<file path="src/rtl/boc_sig_gen.sv">
// ---------------------------------------------------------------------------------------------
// boc_sig_gen
//   BOC(1,1) modulated PRN signal generator. A half-chip NCO paces a truncated 2046-chip Gold
//   code built from two 11-stage LFSRs. Each code chip is XORed with the subcarrier, the current
//   data bit and the sign of a quadrature-free carrier NCO. The result is emitted as a
//   +/-AMP signed sample.
//
// Ports
//   rx_clk       in   clock, rising edge
//   rx_rst       in   asynchronous active-high reset
//   rx_en        in   run request (IDLE -> SEEK -> RUN; low returns to IDLE)
//   rx_code_fcw  in   half-chip NCO frequency control word
//   rx_car_fcw   in   carrier NCO frequency control word
//   rx_init_phs  in   start half-chip offset (>= 4092 treated as 0)
//   rx_bit       in   data bit
//   rx_bit_vld   in   rx_bit valid
//   tx_bit_rdy   out  one-deep bit buffer is empty
//   tx_sig       out  signed IF sample
//   tx_sig_vld   out  tx_sig valid (one per RUN cycle)
//   tx_half_idx  out  half-chip index of tx_sig
//   tx_prn_sop   out  first sample of a PRN period
//   tx_prn_eop   out  last sample of a PRN period
//   tx_busy      out  code phase seek in progress
//   tx_bit_urun  out  sticky data underrun flag
// ---------------------------------------------------------------------------------------------
module boc_sig_gen #(
    parameter int unsigned       ACC_WIDTH     = 32,
    parameter int unsigned       PRN_PHS_WIDTH = 12,
    parameter int unsigned       G2_TAP_A      = 1,
    parameter int unsigned       G2_TAP_B      = 3,
    parameter int unsigned       PRDS_PER_BIT  = 20,
    parameter logic signed [7:0] AMP           = 8'sd64
) (
    input  logic                     rx_clk,
    input  logic                     rx_rst,
    input  logic                     rx_en,
    input  logic [ACC_WIDTH-1:0]     rx_code_fcw,
    input  logic [ACC_WIDTH-1:0]     rx_car_fcw,
    input  logic [PRN_PHS_WIDTH-1:0] rx_init_phs,
    input  logic                     rx_bit,
    input  logic                     rx_bit_vld,
    output logic                     tx_bit_rdy,
    output logic [7:0]               tx_sig,
    output logic                     tx_sig_vld,
    output logic [PRN_PHS_WIDTH-1:0] tx_half_idx,
    output logic                     tx_prn_sop,
    output logic                     tx_prn_eop,
    output logic                     tx_busy,
    output logic                     tx_bit_urun
);

    localparam int unsigned SeekW   = PRN_PHS_WIDTH - 1;
    localparam int unsigned BitCntW = (PRDS_PER_BIT > 1) ? $clog2(PRDS_PER_BIT) : 1;

    localparam logic [11:1]              LfsrInit = 11'b01010101010;
    localparam logic [PRN_PHS_WIDTH-1:0] HalfLast = PRN_PHS_WIDTH'(4091);
    localparam logic [PRN_PHS_WIDTH-1:0] PhsLimit = PRN_PHS_WIDTH'(4092);
    localparam logic [BitCntW-1:0]       BitLast  = BitCntW'(PRDS_PER_BIT - 1);
    localparam logic [SeekW-1:0]         SeekOne  = SeekW'(1);

    typedef enum logic [1:0] {StIdle, StSeek, StRun} state_e;

    // Fibonacci LFSRs: bit 11 is the output stage, feedback enters at bit 1.
    function automatic logic [11:1] g1_step(input logic [11:1] g);
        return {g[10:1], g[1] ^ g[7] ^ g[8] ^ g[9] ^ g[10] ^ g[11]};
    endfunction

    function automatic logic [11:1] g2_step(input logic [11:1] g);
        return {g[10:1], g[1] ^ g[2] ^ g[3] ^ g[4] ^ g[5] ^ g[8] ^ g[9] ^ g[11]};
    endfunction

    state_e                   state_q, state_d;
    logic [11:1]              g1_q, g1_d, g2_q, g2_d;
    logic [ACC_WIDTH-1:0]     code_acc_q, code_acc_d, car_acc_q, car_acc_d;
    logic [PRN_PHS_WIDTH-1:0] half_idx_q, half_idx_d;
    logic [SeekW-1:0]         seek_cnt_q, seek_cnt_d;
    logic [BitCntW-1:0]       bit_cnt_q, bit_cnt_d;
    logic                     buf_full_q, buf_full_d, buf_bit_q, buf_bit_d;
    logic                     cur_bit_q, cur_bit_d, sop_pend_q, sop_pend_d;
    logic [7:0]               sig_q, sig_d;
    logic                     sig_vld_q, sig_vld_d;
    logic [PRN_PHS_WIDTH-1:0] half_out_q, half_out_d;
    logic                     sop_q, sop_d, eop_q, eop_d, busy_q, busy_d;
    logic                     urun_q, urun_d, rdy_q, rdy_d;

    logic [ACC_WIDTH:0] code_sum;
    logic               chip, car_sign, sym, xfer, consume;

    assign code_sum = {1'b0, code_acc_q} + {1'b0, rx_code_fcw};
    assign chip     = g1_q[11] ^ g2_q[G2_TAP_A] ^ g2_q[G2_TAP_B];
    assign car_sign = car_acc_q[ACC_WIDTH-1] ^ car_acc_q[ACC_WIDTH-2];
    assign sym      = chip ^ half_idx_q[0] ^ cur_bit_q ^ car_sign;
    assign xfer     = rx_bit_vld & rdy_q;

    always_comb begin
        state_d    = state_q;
        g1_d       = g1_q;
        g2_d       = g2_q;
        code_acc_d = code_acc_q;
        car_acc_d  = car_acc_q;
        half_idx_d = half_idx_q;
        seek_cnt_d = seek_cnt_q;
        bit_cnt_d  = bit_cnt_q;
        buf_full_d = buf_full_q;
        buf_bit_d  = buf_bit_q;
        cur_bit_d  = cur_bit_q;
        sop_pend_d = sop_pend_q;
        sig_d      = sig_q;
        half_out_d = half_out_q;
        urun_d     = urun_q;
        sig_vld_d  = 1'b0;
        sop_d      = 1'b0;
        eop_d      = 1'b0;
        consume    = 1'b0;

        unique case (state_q)
            StIdle: begin
                if (rx_en) begin
                    state_d    = StSeek;
                    g1_d       = LfsrInit;
                    g2_d       = LfsrInit;
                    code_acc_d = '0;
                    car_acc_d  = '0;
                    half_idx_d = (rx_init_phs >= PhsLimit) ? '0 : rx_init_phs;
                    seek_cnt_d = half_idx_d[PRN_PHS_WIDTH-1:1];
                    bit_cnt_d  = '0;
                end
            end
            StSeek: begin
                if (!rx_en) begin
                    state_d = StIdle;
                end else begin
                    // One LFSR step per cycle; a zero count still spends one cycle here.
                    if (seek_cnt_q != '0) begin
                        g1_d       = g1_step(g1_q);
                        g2_d       = g2_step(g2_q);
                        seek_cnt_d = seek_cnt_q - SeekOne;
                    end
                    if (seek_cnt_q <= SeekOne) begin
                        state_d    = StRun;
                        sop_pend_d = (half_idx_q == '0);
                    end
                end
            end
            StRun: begin
                if (!rx_en) begin
                    state_d = StIdle;
                end else begin
                    sig_d      = sym ? 8'(-AMP) : 8'(AMP);
                    sig_vld_d  = 1'b1;
                    half_out_d = half_idx_q;
                    sop_d      = sop_pend_q;
                    sop_pend_d = 1'b0;
                    code_acc_d = code_sum[ACC_WIDTH-1:0];
                    car_acc_d  = car_acc_q + rx_car_fcw;
                    if (code_sum[ACC_WIDTH]) begin
                        if (half_idx_q == HalfLast) begin
                            // Truncated code: restart both LFSRs instead of running to 2047.
                            eop_d      = 1'b1;
                            half_idx_d = '0;
                            g1_d       = LfsrInit;
                            g2_d       = LfsrInit;
                            sop_pend_d = 1'b1;
                            if (bit_cnt_q == BitLast) begin
                                bit_cnt_d = '0;
                                consume   = 1'b1;
                            end else begin
                                bit_cnt_d = bit_cnt_q + BitCntW'(1);
                            end
                        end else begin
                            half_idx_d = half_idx_q + PRN_PHS_WIDTH'(1);
                            // Odd -> even advance is a new chip.
                            if (half_idx_q[0]) begin
                                g1_d = g1_step(g1_q);
                                g2_d = g2_step(g2_q);
                            end
                        end
                    end
                end
            end
            default: state_d = StIdle;
        endcase

        // Consume before accept so a bit arriving on the boundary lands in the buffer.
        if (consume) begin
            if (buf_full_q) begin
                cur_bit_d  = buf_bit_q;
                buf_full_d = 1'b0;
            end else begin
                cur_bit_d = 1'b0;
                urun_d    = 1'b1;
            end
        end
        if (xfer) begin
            buf_bit_d  = rx_bit;
            buf_full_d = 1'b1;
        end

        busy_d = (state_d == StSeek);
        rdy_d  = ~buf_full_d;
    end

    always_ff @(posedge rx_clk or posedge rx_rst) begin
        if (rx_rst) begin
            state_q    <= StIdle;
            g1_q       <= LfsrInit;
            g2_q       <= LfsrInit;
            code_acc_q <= '0;
            car_acc_q  <= '0;
            half_idx_q <= '0;
            seek_cnt_q <= '0;
            bit_cnt_q  <= '0;
            buf_full_q <= 1'b0;
            buf_bit_q  <= 1'b0;
            cur_bit_q  <= 1'b0;
            sop_pend_q <= 1'b0;
            sig_q      <= '0;
            sig_vld_q  <= 1'b0;
            half_out_q <= '0;
            sop_q      <= 1'b0;
            eop_q      <= 1'b0;
            busy_q     <= 1'b0;
            urun_q     <= 1'b0;
            rdy_q      <= 1'b0;
        end else begin
            state_q    <= state_d;
            g1_q       <= g1_d;
            g2_q       <= g2_d;
            code_acc_q <= code_acc_d;
            car_acc_q  <= car_acc_d;
            half_idx_q <= half_idx_d;
            seek_cnt_q <= seek_cnt_d;
            bit_cnt_q  <= bit_cnt_d;
            buf_full_q <= buf_full_d;
            buf_bit_q  <= buf_bit_d;
            cur_bit_q  <= cur_bit_d;
            sop_pend_q <= sop_pend_d;
            sig_q      <= sig_d;
            sig_vld_q  <= sig_vld_d;
            half_out_q <= half_out_d;
            sop_q      <= sop_d;
            eop_q      <= eop_d;
            busy_q     <= busy_d;
            urun_q     <= urun_d;
            rdy_q      <= rdy_d;
        end
    end

    assign tx_bit_rdy  = rdy_q;
    assign tx_sig      = sig_q;
    assign tx_sig_vld  = sig_vld_q;
    assign tx_half_idx = half_out_q;
    assign tx_prn_sop  = sop_q;
    assign tx_prn_eop  = eop_q;
    assign tx_busy     = busy_q;
    assign tx_bit_urun = urun_q;

endmodule

</file>
<file path="config.mk">
export PLATFORM = sky130hd
export DESIGN_NAME = boc_sig_gen
export DESIGN_NICKNAME = d
export VERILOG_FILES = /design/src/rtl/boc_sig_gen.sv
export SDC_FILE = /design/constraint.sdc
export NUM_CORES = 1
export LEC_CHECK = 0
export BUFFER_PORTS_ARGS = -buffer_cell sky130_fd_sc_hd__buf_2
export CORE_MARGIN = 4
export CORE_UTILIZATION = 45
export CTS_CLUSTER_SIZE = 28
export DETAILED_ROUTE_END_ITERATION = 6
export GPL_TIMING_DRIVEN = 1
export PLACE_DENSITY = 0.65
export SLEW_MARGIN = 20
export SYNTH_ARGS = -nofsm -noshare
export SYNTH_HDL_FRONTEND = slang
export SYNTH_SLANG_ARGS = --single-unit
export TNS_END_PERCENT = 100
</file>
<file path="constraint.sdc">
create_clock -name rx_clk -period 5.5 [get_ports rx_clk]
set_input_delay 0.275 -clock rx_clk [delete_from_list [all_inputs] [get_ports rx_clk]]
set_output_delay 0.275 -clock rx_clk [all_outputs]
set_load 0.005 [all_outputs]
</file>
Word level (Yosys, flattened, before mapping)
Cells that the tools add are included.
{"block": "word_totals", "register_bits": 146, "input_bits": 81, "output_inout_bits": 26, "word_cells": 138}
{"block": "classes", "add_sub_neg": 5, "n_lt_le_gt_ge": 2, "n_eq_ne": 13, "mux": 62, "bitwise": 21, "reduce_logical": 15}
{"operator": "$mux 11", "count": 16}
{"operator": "$pmux 32 s2", "count": 2}
{"operator": "$mux 32", "count": 3}
{"operator": "$pmux 11 s3", "count": 2}
{"operator": "$mux 12", "count": 5}
{"operator": "$add 32x32->33", "count": 1}
{"operator": "$add 32x32->32", "count": 1}
{"operator": "$mux 5", "count": 5}
{"operator": "$pmux 12 s2", "count": 1}
{"operator": "$pmux 11 s2", "count": 1}
{"operator": "$mux 1", "count": 19}
{"operator": "$xor 1x1->1", "count": 18}
{"operator": "$ne 2x2->1 const B", "count": 7}
{"operator": "$add 12x1->12 const B", "count": 1}
{"operator": "$eq 12x12->1 const B", "count": 1}
{"operator": "$ge 12x12->1 const B", "count": 1}
{"operator": "$logic_not 12->1", "count": 1}
{"operator": "$reduce_and 4->1", "count": 3}
{"operator": "$le 11x1->1 const B", "count": 1}
{"operator": "$reduce_bool 11->1", "count": 1}
{"operator": "$sub 11x1->11 const B", "count": 1}
{"operator": "$pmux 5 s2", "count": 1}
{"operator": "$mux 2", "count": 4}
{"operator": "$mux 8", "count": 1}
{"operator": "16 further kinds", "count": 21}

Logic depth before layout (Yosys ltp)
{"block": "logic_depth", "ltp_word": 12, "mapped_depth": 14, "ltp_nobuf": 13}

Least setup slack after synthesis
OpenSTA, ideal clock, no wires.
{"block": "synth_path", "path_kind": "register -> register", "from": "reg code_acc_q[0]", "to": "reg bit_cnt_q[4]", "setup_ps": 66, "arrival_time_ps": 3029, "t_required_ps": 5434, "path_slack_ps": 2405, "path_stages_with_launch": 15, "n_path_buf": 1, "period_less_slack_ps": 3095, "cell_sequence": "dfrtp_1 -> ha_1 -> inv_1 -> fa_1 -> nand2b_1 -> a21o_1 -> a21oi_2 -> a22oi_2 -> o211ai_4 -> a311oi_2 -> or4_1 -> buf_2 -> o31ai_2 -> a22o_1 -> a22o_1"}
{"block": "synth_via", "elab_chain_cells": 3}
{"item": "start: declaration", "line": "74", "rtl": "logic [ACC_WIDTH-1:0] code_acc_q, code_acc_d, car_acc_q, car_acc_d;"}
{"item": "start signal: assignment", "line": "229", "rtl": "code_acc_q <= code_acc_d;"}
{"item": "$add 32x32->33", "line": "89", "rtl": "assign code_sum = {1'b0, code_acc_q} + {1'b0, rx_code_fcw};"}
{"item": "$ne 2x2->1 (no line)"}
{"item": "$reduce_and 5->1 (no line)"}
{"item": "end signal: assignment", "line": "233", "rtl": "bit_cnt_q <= bit_cnt_d;"}
{"item": "end: declaration", "line": "77", "rtl": "logic [BitCntW-1:0] bit_cnt_q, bit_cnt_d;"}
No other way between the ends.
A chain may end at the register's enable or synchronous reset.

Worst setup path in the final report
{"block": "layout_path", "from": "reg code_acc_q[0]", "to": "reg half_idx_q[0]"}
{"block": "layout_via", "elab_chain_cells": 3}
{"item": "$add 32x32->33", "line": "89"}
{"item": "$ne 2x2->1 (no line)"}
{"item": "$reduce_and 4->1 (no line)"}
{"item": "end signal: assignment", "line": "231", "rtl": "half_idx_q <= half_idx_d;"}
{"item": "end: declaration", "line": "75", "rtl": "logic [PRN_PHS_WIDTH-1:0] half_idx_q, half_idx_d;"}
No other way between the ends.

==> impl_results.md <==
* GR peak layer: met2
* GR Util met2 at 0.311
* EDFF count, synth at 0
* IR drop worst, VDD at 0.296 mV
* Design Power at 3540 uW
* H-tree depth at 4
* Row count at 52
* Synth top area cells: dfrtp_1 (35%), ha_1 (9.9%), o21ai_0 (6.3%)
* CTS Buffer Depth at 2
* Post-Synthesis Cell Area at 9220 um^2
* Met3 usage at 0.0356
* Starting Density at 0.457
* Clk slew on worst S/H paths at 0.06 ns
* Slew @ Worst Pin at 0.920 ns
* Post-synth ARST share at 1.00
* Tightest Hold Check Type: in2async
* Synth warn at 0
* Inserted Clock Buffers at 17
* Synth top area share at 0.353
* Root Driver: clkbuf_16
* Peak Freq at 277 MHz
* DRT antenna net count at 0
* Die Area at 22,800 um^2
* Ratio of cells with drive above 1 in the final layout at 0.142
* Final Hold Viols at 0
* Final Core Density at 0.521
* Seq/Total Area, Yosys at 0.382
* CP endpoint kind: flip-flop
* Cell Pwr Density at 337 nW/um^2
* Main synth FF type: dfrtp_1
* Drt first pass iters at 5
* Hold buffer count at CTS at 0
* # Post-CTS Setup Buffers at 0
* DIE WIDTH at 151 um
* Max-cap violations at 0
* Critical path launch point type: flip-flop
* Status: finished, final reports clean
* Post-cts resize count at 0
* CTS Sinks at 140
* Slew Viols, Final at 0
* Top-count cell post-synth: nand2_1
* WP data arrival at 3.88 ns
* Initial antenna violation count at 0
* M1 GR Usage at 0.274
* Die Span Y at 151 um
* # setup viols final at 0
* Largest net degree at the start of global routing at 88
* Drt total wl at 21.8 mm
* Synth cell count leaders: nand2_1 (133), dfrtp_1 (130), o21ai_0 (116)
* CP Class: reg2reg
* DRT iter0 DRCs at 432
* Syn_area_per_cell at 8.64 um^2
* Synth cell types at 68
* Final min period at 3.61 ns
* Fin crit share at 0.656
* Nets at 1,305
* Final hold slack at 0.0174 ns
* Vias/cell at 5.55
* GPL Wtd Cong at 0.832
* Leading area contributor after synthesis: dfrtp_1
* Area grow syn2layout at 14.1%
* Routed wire per std cell at 15.2 um
* Relative slew slack at 0.384
* Required @ worst endpoint at 5.77 ns
* Final antenna diode count at 0
* Setup Skew at 0.00744 ns
* Leak Pwr at 0.00503 uW
* Io pins at 107
* HPWL after DPL at 15.5 mm
* Worst-path maximum fanout at 26
* Dpl cells at 1,400
* Latest clock arrival within the worst-skew pair at 0.42 ns
* First-pass GRT wire length at 35.8 mm
* Grt total ovfl at 0
* Core area at 20,200 um^2
* IO buf count at 100
* Unrepaired setup endpoints after global routing: no
* Post-synthesis cell count at 1,066
* Via count at 7,945
* DRC at 0
* Total Neg Setup Slack at 0 ns
* GRT Overall Usage at 0.194
* Layout Cells excl Fill at 1,432
* CTS tree: done
* Seq cells post-synth at 140
* Vias in the first global route at 7,368
==> metrics by stage <==
| stage | cell area, um^2 | worst slack [ns] |
|---|---|---|
| 2_1_floorplan | 9230 | 1.49 |
| 3_3_place_gp | 9940 | 1.96 |
| 3_5_place_dp | 9940 | 1.91 |
| 4_1_cts | 10500 | 1.90 |
| 5_1_grt | 10500 | 1.65 |
| 6_report | 10500 | 1.89 |
==> final timing paths <==
path / startpoint / end / slack, ns / cells past startpoint
worst max-delay path: code_acc_q[0] / half_idx_q[0] / 1.89 / 12
worst min-delay path: rx_rst / code_acc_q[20] / 0.02 / 2
worst max register to register: code_acc_q[0] / half_idx_q[0] / 1.89 / 12
worst min register to register: tx_sig[6] / tx_sig[6] / 0.46 / 1
max in group asynchronous: rx_rst / car_acc_q[12] / 4.27 / 3
min in group rx_clk: rx_bit / buf_bit_q / 0.09 / 2
==> cell usage in the layout (no fill, tap or decap), drive strengths merged, types with 10 or more instances in the layout <==
| cell | synthesis | final |
|---|---|---|
| a21o | 33 | 33 |
| a21oi | 93 | 93 |
| a22o | 10 | 10 |
| a32oi | 12 | 12 |
| and3 | 11 | 11 |
| buf | 15 | 108 |
| clkbuf | 34 | 21 |
| dfrtp | 130 | 130 |
| dfstp | 10 | 10 |
| ha | 73 | 73 |
| inv | 47 | 47 |
| nand2 | 133 | 133 |
| nand2b | 14 | 14 |
| nand3 | 32 | 32 |
| nor2 | 71 | 71 |
| nor3 | 14 | 14 |
| o21ai | 132 | 132 |
| o21bai | 10 | 10 |
| xnor2 | 37 | 37 |
| xor2 | 32 | 32 |
==> critical path, stage by stage (launching register included) <==
cell      delay, ns
dfrtp_1        0.35
ha_1           0.16
inv_1          0.05
fa_1           0.40
nand2b_1       0.20
a21o_1         0.19
a21oi_2        0.24
a22oi_2        0.17
o211ai_4       0.30
a311oi_2       0.20
or3_1          0.76
a211oi_1       0.35
a21oi_1        0.07
==> cells by family (layout without fill, tap and decap cells) <==
group / Yosys count / after routing / share of synthesized area
AO/OA/AOI/OAI: 365 / 365 / 0.247
AND/OR/NAND/NOR: 318 / 318 / 0.158
flip-flops: 140 / 140 / 0.382
buffers and inverters: 97 / 188 / 0.0430
adder cells (fa/ha/maj): 75 / 75 / 0.103
XOR/XNOR: 69 / 69 / 0.0656
other: 1 / 6 / 0.000407
multiplexers: 1 / 1 / 0.00122
==> sequential cells by signal, summed over array words and instances, names as in the netlist, 5 cells and up <==
register     flops
code_acc_q      32
g2_q            11
g1_q            11
car_acc_q       32
seek_cnt_q      11
bit_cnt_q        5
tx_half_idx     12
half_idx_q      12
==> cell type report <==
| class | instances | area [um^2] |
|---|---|---|
| fillers | 1893 | 9660 |
| multi-input cells | 834 | 5340 |
| flip-flops and latches | 140 | 3520 |
| repair buffers | 108 | 561 |
| clock buffers | 21 | 450 |
| well taps | 270 | 338 |
| inverters | 48 | 185 |
| clock inverters | 11 | 121 |
==> per-layer routing <==
layer	up-vias	share of wire
met4	0	0.0079
li1	3984	-
met2	160	0.47
met5	-	0
met3	15	0.044
met1	3786	0.48
==> power breakdown <==
group | internal, uW | switching [uW]
registers | 1240 | 170
logic | 398 | 610
clock network | 678 | 448
Power figures use the tool's default switching activity.
